[src/rtl/nopcpu_pkg.sv]
// Shared definitions for the user-memory DMA copy engine: default widths
// and the FSM state encoding.
package nopcpu_pkg;

    localparam int ADDR_W_DEF = 8;
    localparam int DATA_W_DEF = 8;

    typedef enum logic [2:0] {
        S_IDLE  = 3'd0,
        S_REQ   = 3'd1,
        S_READ  = 3'd2,
        S_WRITE = 3'd3,
        S_DONE  = 3'd4
    } state_e;

endpackage

[src/rtl/umem_dma.sv]
// Byte-copy DMA over a shared user-memory bus. Each byte is one READ cycle
// (capture combinational read data) followed by one WRITE cycle. The bus is
// re-arbitrated whenever the grant is missing in REQ or READ.
module umem_dma
    import nopcpu_pkg::*;
#(
    parameter int ADDR_W = ADDR_W_DEF,
    parameter int DATA_W = DATA_W_DEF
) (
    input  logic              clk,
    input  logic              reset,
    input  logic              start,
    input  logic [ADDR_W-1:0] src_addr,
    input  logic [ADDR_W-1:0] dst_addr,
    input  logic [ADDR_W-1:0] length,
    output logic              busy,
    output logic              done,
    output logic              bus_req,
    input  logic              bus_grant,
    output logic [ADDR_W-1:0] usermem_address,
    output logic [DATA_W-1:0] usermem_data_out,
    input  logic [DATA_W-1:0] usermem_data_in,
    output logic              rw
);

    state_e            state_q, state_d;
    logic [ADDR_W-1:0] src_q, src_d;
    logic [ADDR_W-1:0] dst_q, dst_d;
    logic [ADDR_W-1:0] rem_q, rem_d;
    logic [DATA_W-1:0] data_q, data_d;

    // State, pointers, byte count and data register; reset clears everything.
    always_ff @(posedge clk or negedge reset) begin
        if (!reset) begin
            state_q <= S_IDLE;
            src_q   <= '0;
            dst_q   <= '0;
            rem_q   <= '0;
            data_q  <= '0;
        end else begin
            state_q <= state_d;
            src_q   <= src_d;
            dst_q   <= dst_d;
            rem_q   <= rem_d;
            data_q  <= data_d;
        end
    end

    // Next-state logic; operands are only latched in IDLE, so a start pulse
    // during a copy cannot disturb it. Pointers wrap naturally at 2^ADDR_W.
    always_comb begin
        state_d = state_q;
        src_d   = src_q;
        dst_d   = dst_q;
        rem_d   = rem_q;
        data_d  = data_q;
        unique case (state_q)
            S_IDLE: begin
                if (start) begin
                    if (length != '0) begin
                        src_d   = src_addr;
                        dst_d   = dst_addr;
                        rem_d   = length;
                        state_d = S_REQ;
                    end else begin
                        state_d = S_DONE;
                    end
                end
            end
            S_REQ: begin
                if (bus_grant) state_d = S_READ;
            end
            S_READ: begin
                if (bus_grant) begin
                    data_d  = usermem_data_in;
                    state_d = S_WRITE;
                end else begin
                    state_d = S_REQ;
                end
            end
            S_WRITE: begin
                src_d = src_q + 1'b1;
                dst_d = dst_q + 1'b1;
                rem_d = rem_q - 1'b1;
                if (rem_q == ADDR_W'(1)) state_d = S_DONE;
                else if (bus_grant)      state_d = S_READ;
                else                     state_d = S_REQ;
            end
            S_DONE: state_d = S_IDLE;
            default: state_d = S_IDLE;
        endcase
    end

    // Bus and status outputs decoded from state; the read address is only
    // driven while granted, the write cycle always owns the bus.
    always_comb begin
        busy             = 1'b0;
        done             = 1'b0;
        bus_req          = 1'b0;
        rw               = 1'b0;
        usermem_address  = '0;
        usermem_data_out = '0;
        unique case (state_q)
            S_REQ: begin
                busy    = 1'b1;
                bus_req = 1'b1;
            end
            S_READ: begin
                busy    = 1'b1;
                bus_req = 1'b1;
                if (bus_grant) usermem_address = src_q;
            end
            S_WRITE: begin
                busy             = 1'b1;
                bus_req          = 1'b1;
                rw               = 1'b1;
                usermem_address  = dst_q;
                usermem_data_out = data_q;
            end
            S_DONE: done = 1'b1;
            default: ;
        endcase
    end

endmodule
[config.mk]
export PLATFORM = sky130hd
export DESIGN_NAME = umem_dma
export DESIGN_NICKNAME = d
export VERILOG_FILES = /design/src/rtl/nopcpu_pkg.sv /design/src/rtl/umem_dma.sv
export SDC_FILE = /design/constraint.sdc
export NUM_CORES = 1
export LEC_CHECK = 0
export ABC_AREA = 1
export BUFFER_PORTS_ARGS = -buffer_cell sky130_fd_sc_hd__buf_2
export CAP_MARGIN = 20
export CORE_ASPECT_RATIO = 1.4
export CORE_UTILIZATION = 45
export CTS_CLUSTER_SIZE = 10
export DETAILED_ROUTE_END_ITERATION = 6
export PLACE_DENSITY = 0.68
export RECOVER_POWER = 50
export SLEW_MARGIN = 10
export SYNTH_ARGS = -nofsm -noshare
export SYNTH_HDL_FRONTEND = slang
export SYNTH_SLANG_ARGS = --single-unit
[constraint.sdc]
create_clock -name clk -period 3.92 [get_ports clk]
set_input_delay 0.588 -clock clk [delete_from_list [all_inputs] [get_ports clk]]
set_output_delay 0.588 -clock clk [all_outputs]
set_load 0.02 [all_outputs]
==> results of run 1 <==
==> final timing paths <==
path                       slack, ps  cells after the start                   start                    end
max                             1190                      4  state_q[2]$_DFFE_PN0P_     usermem_address[0]
min                              510                      3      usermem_data_in[7]  data_q[7]$_DFFE_PN0P_
max reg2reg                     2040                      8  state_q[2]$_DFFE_PN0P_   rem_q[3]$_DFFE_PN0P_
min reg2reg                      520                      2    dst_q[7]$_DFFE_PN0P_   dst_q[7]$_DFFE_PN0P_
max in group asynchronous       1990                      1                   reset   rem_q[6]$_DFFE_PN0P_
min in group asynchronous        820                      1                   reset  data_q[7]$_DFFE_PN0P_
==> routing by layer <==
metal | part of all wire, % | GRT usage [%] | up-vias
met5 | 0 | 0 | -
met4 | 1.7 | 10.5 | 0
met3 | 3.6 | 4.34 | 5
met2 | 52 | 41.7 | 49
met1 | 43 | 23.5 | 1080
li1 | - | - | 1247
==> metrics by stage <==
step | cells | util [%] | hold slack [ps] | instance area, sq um | worst slack [ps]
detailed placement | 469 | 51.3 | 503 | 2670 | 1690
CTS | 476 | 53.0 | 406 | 2750 | 1470
global placement | 469 | 51.3 | 489 | 2670 | 1710
floorplan | 363 | - | 292 | 2440 | 1770
global route | 476 | 52.8 | 533 | 2750 | 987
finish | 476 | 52.8 | 512 | 2750 | 1190
==> where the power goes <==
group | total, mW | internal [mW] | switching (mW)
Sequential | 0.695 | 0.533 | 0.163
Combinational | 1.02 | 0.346 | 0.671
Clock | 0.273 | 0.138 | 0.135
==> cell usage after synthesis <==
| library cell | number |
|---|---|
| ha_1 | 4 |
| dfrtp_1 | 35 |
| buf_2 | 5 |
| clkbuf_1 | 1 |
| inv_1 | 37 |
| or2_2 | 2 |
| nand4_2 | 1 |
| nand3_4 | 2 |
| nand2_4 | 1 |
| xnor2_1 | 1 |
| nand2_1 | 124 |
| o22ai_1 | 4 |
| nor3_1 | 1 |
| xor2_1 | 3 |
| nor2_4 | 2 |
| nand4_1 | 8 |
| nand3_1 | 50 |
| o21a_1 | 1 |
| buf_4 | 3 |
| a21oi_1 | 10 |
| o21ai_0 | 16 |
| buf_6 | 4 |
| nor2_1 | 40 |
| nand2_2 | 1 |
| a31oi_1 | 1 |
| inv_2 | 3 |
| buf_8 | 3 |
==> worst max-delay path: stages (launching register included) <==
cell and delay, ps:
dfrtp_1 460, inv_1 210, nand4_1 590, o21ai_0 370, buf_2 210
==> flip-flops by register name (all words and copies together) (netlist names) <==
name and count:
rem_q 8, state_q 3, dst_q 8, src_q 8, data_q 8
==> layout by cell type, fill, tap and decap left out, types with 2 or more instances in the layout <==
master	instances
xor2_1	3
o22ai_1	4
nand2_1	124
buf_2	54
nand3_1	50
or2_2	2
nor2_1	40
ha_1	4
a21oi_1	10
clkbuf_8	6
o21ai_0	16
dfrtp_1	35
nor2_4	2
inv_2	2
inv_1	38
nand3_4	2
nand4_1	9
==> final cells by class <==
| type | instances | area, sq um |
|---|---|---|
| well taps | 66 | 82.6 |
| inverters | 40 | 150 |
| fillers | 554 | 2450 |
| multi-input cells | 272 | 1270 |
| clock buffers | 6 | 82.6 |
| clock inverters | 1 | 5.00 |
| flip-flops and latches | 35 | 876 |
| repair buffers | 56 | 282 |
==> cell families (layout without fill, tap and decap cells) <==
kind of cell               count (synthesis)  count (layout)  synth area share (%)
AOI/OAI and AO/OA                         32              32                  6.92
xor gates and xnor gates                   4               4                  1.43
adders and majority gates                  4               4                  2.05
buffers and inverters                     56             103                  11.9
DFF                                       35              35                  35.9
and+or+nand+nor                          232             232                  41.8
==> run metrics, run 1 <==
status=complete, but fails checks; failing checks=capacitance limit, slew limit; Yosys cell types=27; critical path capture point type=primary output; Post-Synthesis Cells=363; worst path required time=approximately 3300 ps; vias=2,381; Layout area overhead=12.4%; vias in the first global route=2,219; final setup violation count=0; CP Max Fanout=18; Die Y=between 80 and 90 microns; clk sinks=35; die area=5730 sq um; Initial DRT Pass Iterations=4; Final Hold Fails=0; I/O Buffers=55; DP Wirelength=between 4000 and 5000 microns; CTS Buffer Depth=2; initial antenna violation count=0; post-cts sizing count=0; Nets=450; Tot Pwr=about 2 mW; io pins=56; Leakage Power=1.53 nW; Post-Syn Nets=403; via/cell ratio=5.00; Tmin final=2730 ps; worst hold path class=in -> reg; Peak VDD IR=278 uV; largest net degree at the start of global routing=between 50 and 60; Post-CTS Hold Buffers=0; Max-Cap Viols=1; # DRC=0; antenna fix cells=0; row count=31; Detail Route Antenna Nets=0; Initial DRC Count=slightly below 100; RSZ-0062 raised after global routing=no; starting density of the core=47.0%; top cells by area, synth=dfrtp_1 36%, nand2_1 19%, nand3_1 10%, nor2_1 6.1%, inv_1 5.7%; CTS buffer count=5; Warnings, synthesis=0; Seq cells post-synth=35; Final Skew=2.55 ps; Final period util=approximately 70%; sequential share of the synthesized area=35.9%; share of post-route cells with drive strength above 1=17.6%; PwrDens=723 nW/um^2; Yosys top cell area share=35.9%; first-pass GRT wire length=just under 10,000 microns; WL/cell=12.2 microns; Worst slew margin=-28.3%; critical path class=reg -> out; crit start category=register; final estimated routing congestion in global placement=just over 0.8; Arr. time, crit path=about 2100 ps; core area=slightly above 5000 sq um; Die W=between 60 and 70 microns; clock latency at the later pin of the worst-skew pair=290 ps; Avg Cell Area, Syn=a little under 7 sq um; CTS root buf=clkbuf_8; area leader, netlist=dfrtp_1; total global-route track usage=22.2%; H-tree depth=2; clk slew on worst S/H paths=70 ps; worst slew pin tran=1920 ps; CTS tree=yes; setup bufs post-CTS=0; total grt overflow=0; Max Slew Vio Count=36; FMAX=367 MHz; WL final=around 5800 microns; Synth Cell Area=between 2000 and 2500 sq um; Setup TNS Final=0 ps
(Power assumes the default switching activity.)
==> run 2, diff against run 1 <==
==> constraint.sdc (replaced) <==
create_clock -name clk -period 2.8 [get_ports clk]
set_input_delay 0.42 -clock clk [delete_from_list [all_inputs] [get_ports clk]]
set_output_delay 0.42 -clock clk [all_outputs]
set_load 0.02 [all_outputs]
==> run 2 against run 1 <==
  * The run still ends with capacitance limit, slew limit left
  * Sequential share of layout area is essentially flat
  * Sequential cell count is the same
  * Worst setup slack lost 810 ps
  * Global-route usage shrank 0.51 points
  * Register-to-register slack lost 1300 ps
  * First-iteration DRC count grew 57%
  * Wire length shrank 1.9%
  * Critical path type unchanged
  * Highest routed layer unchanged
==> run metrics, run 2 (synthesis results as in run 1) <==
Hold EP=data_q[7]$_DFFE_PN0P_; met1 usage=25.6% (+2.0 points); Max-Cap Viols=1 (unchanged); R2R depth=7 (-1); largest net degree at the start of global routing=45 (-13%); core area=5200 sq um (unchanged); total grt overflow=0 (unchanged); clk sinks=35 (unchanged); commonest cells after routing, fill and taps aside=124 x nand2_1, 54 x buf_2, 50 x nand3_1; CP Max Fanout=16 (-2); RSZ-0062 raised after global routing=no; Worst path max stage delay=490 ps (-100 ps); Peak VDD IR=440 uV (+59%); DP Wirelength=4090 microns (-1.4%); vias=2,375 (-0.25%); Final Hold Fails=0 (unchanged); Post-DP Area=2670 sq um (+0.28%); FMAX=414 MHz; Leakage Power=1.54 nW (+0.37%); WL/cell=11.9 microns (-2.3%); area occupied by multi-input gates=1270 sq um (+0.49%); GR Util met2=38.9% (-2.8 points); row count=31 (unchanged); worst min-delay path startpoint=usermem_data_in[7]; final std cells w/o fill=478 (+0.42%); CTS Buffer Depth=2 (unchanged); failing checks=capacitance limit, slew limit; leading cell type in the layout, fill and taps excluded=nand2_1; worst hold path class=in -> reg; Layout fillers=557 (+0.54%); final setup violation count=0 (unchanged); via/cell ratio=4.97 (-0.67%); CP max stage cell=dfrtp_1; critical path class=reg -> out; Die W=64.3 microns (unchanged); vias in the first global route=2,151 (-3.1%); hold-critical path depth=3 (unchanged); reg2reg end=rem_q[5]$_DFFE_PN0P_; Most Used Layer, Global Route=met2; dpl cells=470 (+0.21%); Initial DRT Pass Iterations=4 (unchanged); H-tree depth=2 (unchanged); CTS tree=yes; CTS root buf=clkbuf_8; CTS buffer count=5 (unchanged); FF+latch area=876 sq um (unchanged); initial antenna violation count=0 (unchanged); total global-route track usage=21.6% (-0.51 points); Final period util=86.3%; Die Y=89.2 microns (unchanged); final estimated routing congestion in global placement=0.801 (-2.9%); I/O Buffers=55 (unchanged); Setup TNS Final=0 ps (unchanged); WL final=5680 microns (-1.9%); first-pass GRT wire length=9530 microns (-1.6%); Tmin final=2420 ps; clk slew on worst S/H paths=70 ps (about the same); Max Slew Vio Count=36 (unchanged); clock latency at the later pin of the worst-skew pair=290 ps (about the same); Initial DRC Count=155 (+57%); critical path capture point type=primary output; Detail Route Antenna Nets=0 (unchanged); share of post-route cells with drive strength above 1=17.5% (-0.085 points); met3 Use GR=4.46% (+0.13 points); die area=5730 sq um (unchanged); cells along the critical path=nand2_1, nor2_4, clkbuf_1, buf_2; CP bufs+invs=2 (unchanged); Nets=451 (+0.22%); worst slew pin tran=1940 ps (+17.5 ps); post-cts sizing count=0 (unchanged); Layout area overhead=12.6%; Post-CTS Hold Buffers=0 (unchanged); fin area=2750 sq um (+0.14%); Crit path max-delay family=buffers and inverters; crit start category=register; antenna fix cells=0 (unchanged); # DRC=0 (unchanged); slack of the worst reg-to-reg path=700 ps (-1340 ps); Final Skew=2.87 ps (+0.323 ps); worst reg2reg path startpoint=state_q[2]$_DFFE_PN0P_; setup bufs post-CTS=0 (unchanged); status=complete, but fails checks; worst path required time=2380 ps (-950 ps); io pins=56 (unchanged); Arr. time, crit path=2000 ps (-140 ps); starting density of the core=47.0% (unchanged); PwrDens=1000 nW/um^2 (+39%); Worst slew margin=-29.5% (-1.2 points)
run 2: where the power goes:
| group | total (mW) | switching, mW | internal, mW | leakage [nW] |
|---|---|---|---|---|
| sequential | 0.970 | 0.224 | 0.746 | 0.420 |
| combinational | 1.43 | 0.939 | 0.487 | 1.08 |
| clock | 0.361 | 0.187 | 0.175 | 0.0422 |
| total | 2.76 | 1.35 | 1.41 | 1.54 |
run 2: worst max path at each step:
stage | from | to | slack [ps] | cells after the start
2_1_floorplan | bus_grant | usermem_address[5] | 980 | 4
3_3_place_gp | state_q[2]$_DFFE_PN0P_ | rem_q[5]$_DFFE_PN0P_ | 860 | 7
3_5_place_dp | state_q[2]$_DFFE_PN0P_ | rem_q[5]$_DFFE_PN0P_ | 790 | 7
4_1_cts | state_q[2]$_DFFE_PN0P_ | usermem_address[4] | 520 | 4
5_1_grt | state_q[1]$_DFFE_PN0P_ | rw | 230 | 4
6_report | state_q[1]$_DFFE_PN0P_ | rw | 380 | 4
run 2: per-stage QoR:
| stage | setup WS (ps) | utilization [%] | hold WS, ps | total power, mW |
|---|---|---|---|---|
| after floorplan | 983 | - | 124 | 2.15 |
| after global placement | 858 | 51.4 | 489 | 2.39 |
| after detailed placement | 787 | 51.4 | 494 | 2.42 |
| after CTS | 521 | 53.0 | 245 | 2.79 |
| after global routing | 233 | 52.9 | 354 | 3.05 |
| final | 383 | 52.9 | 334 | 2.76 |
run 2: area by class of cell:
cell class	instances	area share [%]
multi-input combinational	272	46.4
sequential	35	31.8
timing repair buffer	57	10.4
inverter	40	5.46
tap	66	3.00
clock buffer	7	2.78
clock inverter	1	0.182
run 2: routing by layer:
metal  share of wire [%]  vias up  wire length (microns)
met1                  44     1068                   2480
met5                   0        -                      0
met4                0.63        0                     36
met2                  51       49                   2920
li1                    -     1254                      -
met3                 4.3        4                    245
run 2: worst min-delay path, delay by kind of cell:
family | cells | cell delay, ps
compound gates | 1 | 50
simple gates | 1 | 40
buf+inv | 1 | 70
==> run 3, diff against run 2 <==
--- a/config.mk
+++ b/config.mk
@@ -9,10 +9,10 @@
 export BUFFER_PORTS_ARGS = -buffer_cell sky130_fd_sc_hd__buf_2
 export CAP_MARGIN = 20
 export CORE_ASPECT_RATIO = 1.4
-export CORE_UTILIZATION = 45
+export CORE_UTILIZATION = 40
 export CTS_CLUSTER_SIZE = 10
 export DETAILED_ROUTE_END_ITERATION = 6
-export PLACE_DENSITY = 0.68
+export PLACE_DENSITY = 0.62
 export RECOVER_POWER = 50
 export SLEW_MARGIN = 10
 export SYNTH_ARGS = -nofsm -noshare
==> run 3 against run 2 <==
  * The flow still finishes with violations (capacitance limit, slew limit)
  * Maximum frequency rose by 1.5%
  * Wire length rose by 3.0%
  * Sequential cell count did not move
  * Utilization fell by 5.5 points
  * Design area rose by 1.0%
  * Register-to-register slack improved by 100 ps
  * Combinational power barely moved
  * Critical path type unchanged
  * Largest power group unchanged
==> run metrics, run 3 (synthesis results as in run 1) <==
status=complete, but fails checks; failing checks=capacitance limit, slew limit; Critical Path End=usermem_address[6]; crit path from=state_q[2]$_DFFE_PN0P_; RSZ-0062 raised after global routing=no; WL/cell=12.1 microns (+2.2%); DR top layer=met4; row count=33 (+6.5%); antenna fix cells=0 (unchanged); FMAX=420 MHz (+1.5%); Arr. time, crit path=1960 ps (-40 ps); worst path required time=2380 ps (about the same); Nets=451 (unchanged); share of post-route cells with drive strength above 1=18.0% (+0.49 points); Worst path max stage delay=460 ps (-30 ps); met2 wire length=2910 microns (-0.27%); Leakage Power=1.55 nW (+0.87%); total global-route track usage=20.1% (-1.5 points); H-tree depth=2 (unchanged); Final period util=85.1% (-1.3 points); Final Skew=4.18 ps (+1.31 ps); setup bufs post-CTS=0 (unchanged); CP max stage cell=dfrtp_1; Initial DRT Pass Iterations=4 (unchanged); Post-CTS Hold Buffers=0 (unchanged); post-cts sizing count=0 (unchanged); vias in the first global route=2,204 (+2.5%); CP Max Fanout=49 (+33); cells along the critical path=inv_1, nand3_4, o22ai_1, buf_2; WL final=5850 microns (+3.0%); area occupied by multi-input gates=1270 sq um (unchanged); final setup violation count=0 (unchanged); clk sinks=35 (unchanged); CP bufs+invs=2 (unchanged); R2R depth=6 (-1); crit start category=register; Die Y=94.5 microns (+5.9%); clk slew on worst S/H paths=70 ps (about the same); PwrDens=1010 nW/um^2 (+1.1%); total grt overflow=0 (unchanged); CTS tree=yes; vias=2,384 (+0.38%); Setup TNS Final=0 ps (unchanged); DP Wirelength=4130 microns (+1.0%); slack of the worst reg-to-reg path=800 ps (+100 ps); Max Slew Vio Count=36 (unchanged); CTS Buffer Depth=2 (unchanged); wire length on met1=2540 microns (+2.3%); Crit path max-delay family=flip-flops; Final Hold Fails=0 (unchanged); Layout fillers=631 (+13%); WP depth=4 (unchanged); Layout area overhead=13.7%; FF+latch area=876 sq um (unchanged); first-pass GRT wire length=9870 microns (+3.6%); initial antenna violation count=0 (unchanged); met3 wire len=308 microns (+26%); worst min-delay path startpoint=usermem_data_in[7]; final estimated routing congestion in global placement=0.805 (+0.60%); Peak VDD IR=333 uV (-24%); Worst slew margin=-32.6% (-3.1 points); core area=5860 sq um (+13%); Initial DRC Count=105 (-32%); starting density of the core=41.7% (-5.3 points); io pins=56 (unchanged); Die W=68.0 microns (+5.9%); clock latency at the later pin of the worst-skew pair=280 ps (about the same); critical path capture point type=primary output; Tot Pwr=2.82 mW (+2.1%); CTS root buf=clkbuf_8; die area=6430 sq um (+12%); leading cell type in the layout, fill and taps excluded=nand2_1; via/cell ratio=4.95 (-0.45%); worst hold path class=in -> reg; worst slew pin tran=1990 ps (+46.1 ps); worst reg2reg path startpoint=state_q[2]$_DFFE_PN0P_; Tmin final=2380 ps (-35.4 ps); Max-Cap Viols=1 (unchanged); # DRC=0 (unchanged); Detail Route Antenna Nets=0 (unchanged); critical path class=reg -> out; commonest cells after routing, fill and taps aside=124 x nand2_1, 54 x buf_2, 50 x nand3_1; CTS buffer count=5 (unchanged); largest net degree at the start of global routing=50 (+11%); I/O Buffers=55 (unchanged); reg2reg end=dst_q[7]$_DFFE_PN0P_
[run 3: worst min path at each step]
stage | end | cells past startpoint | slack (ps)
2_1_floorplan | data_q[0]$_DFFE_PN0P_ | 0 | 120
3_5_place_dp | data_q[4]$_DFFE_PN0P_ | 2 | 500
5_1_grt | data_q[7]$_DFFE_PN0P_ | 3 | 360
4_1_cts | data_q[5]$_DFFE_PN0P_ | 1 | 270
3_3_place_gp | dst_q[7]$_DFFE_PN0P_ | 2 | 490
6_report | data_q[7]$_DFFE_PN0P_ | 3 | 350
[run 3: worst register-to-register path, cell delays in order (launching register included)]
cell and delay [ps]:
dfrtp_1 460, inv_1 220, nand3_4 450, buf_4 390
nand2_4 250, nand2_1 90, nand2_1 70
[run 3: final cells by class]
class | instances | area share, %
Inverter | 40 | 5.41
Clock buffer | 8 | 3.60
Sequential cell | 35 | 31.5
Tap cell | 70 | 3.15
Timing Repair Buffer | 57 | 10.4
Multi-Input combinational cell | 272 | 45.9
[run 3: power breakdown]
group / total, mW / switching [mW] / leakage (nW) / internal (mW)
registers: 0.972 / 0.226 / 0.420 / 0.746
logic: 1.43 / 0.938 / 1.08 / 0.492
clock network: 0.414 / 0.189 / 0.0515 / 0.225
total: 2.82 / 1.35 / 1.55 / 1.46
[run 3: routing by layer]
metal  vias up  global-route usage (%)
met2        60                    35.0
met1      1067                    24.2
met5         -                       0
met3        10                    3.50
met4         0                    6.77
li1       1247                       -
[run 3: stage by stage]
stage / hold WS [ps] / instances / util, % / instance area (sq um) / worst slack (ps)
6_report: 349 / 482 / 47.4 / 2780 / 418
5_1_grt: 361 / 482 / 47.4 / 2780 / 244
4_1_cts: 271 / 482 / 47.4 / 2780 / 484
3_5_place_dp: 500 / 474 / 45.7 / 2680 / 797
3_3_place_gp: 492 / 474 / 45.7 / 2680 / 860
2_1_floorplan: 124 / 363 / - / 2440 / 983
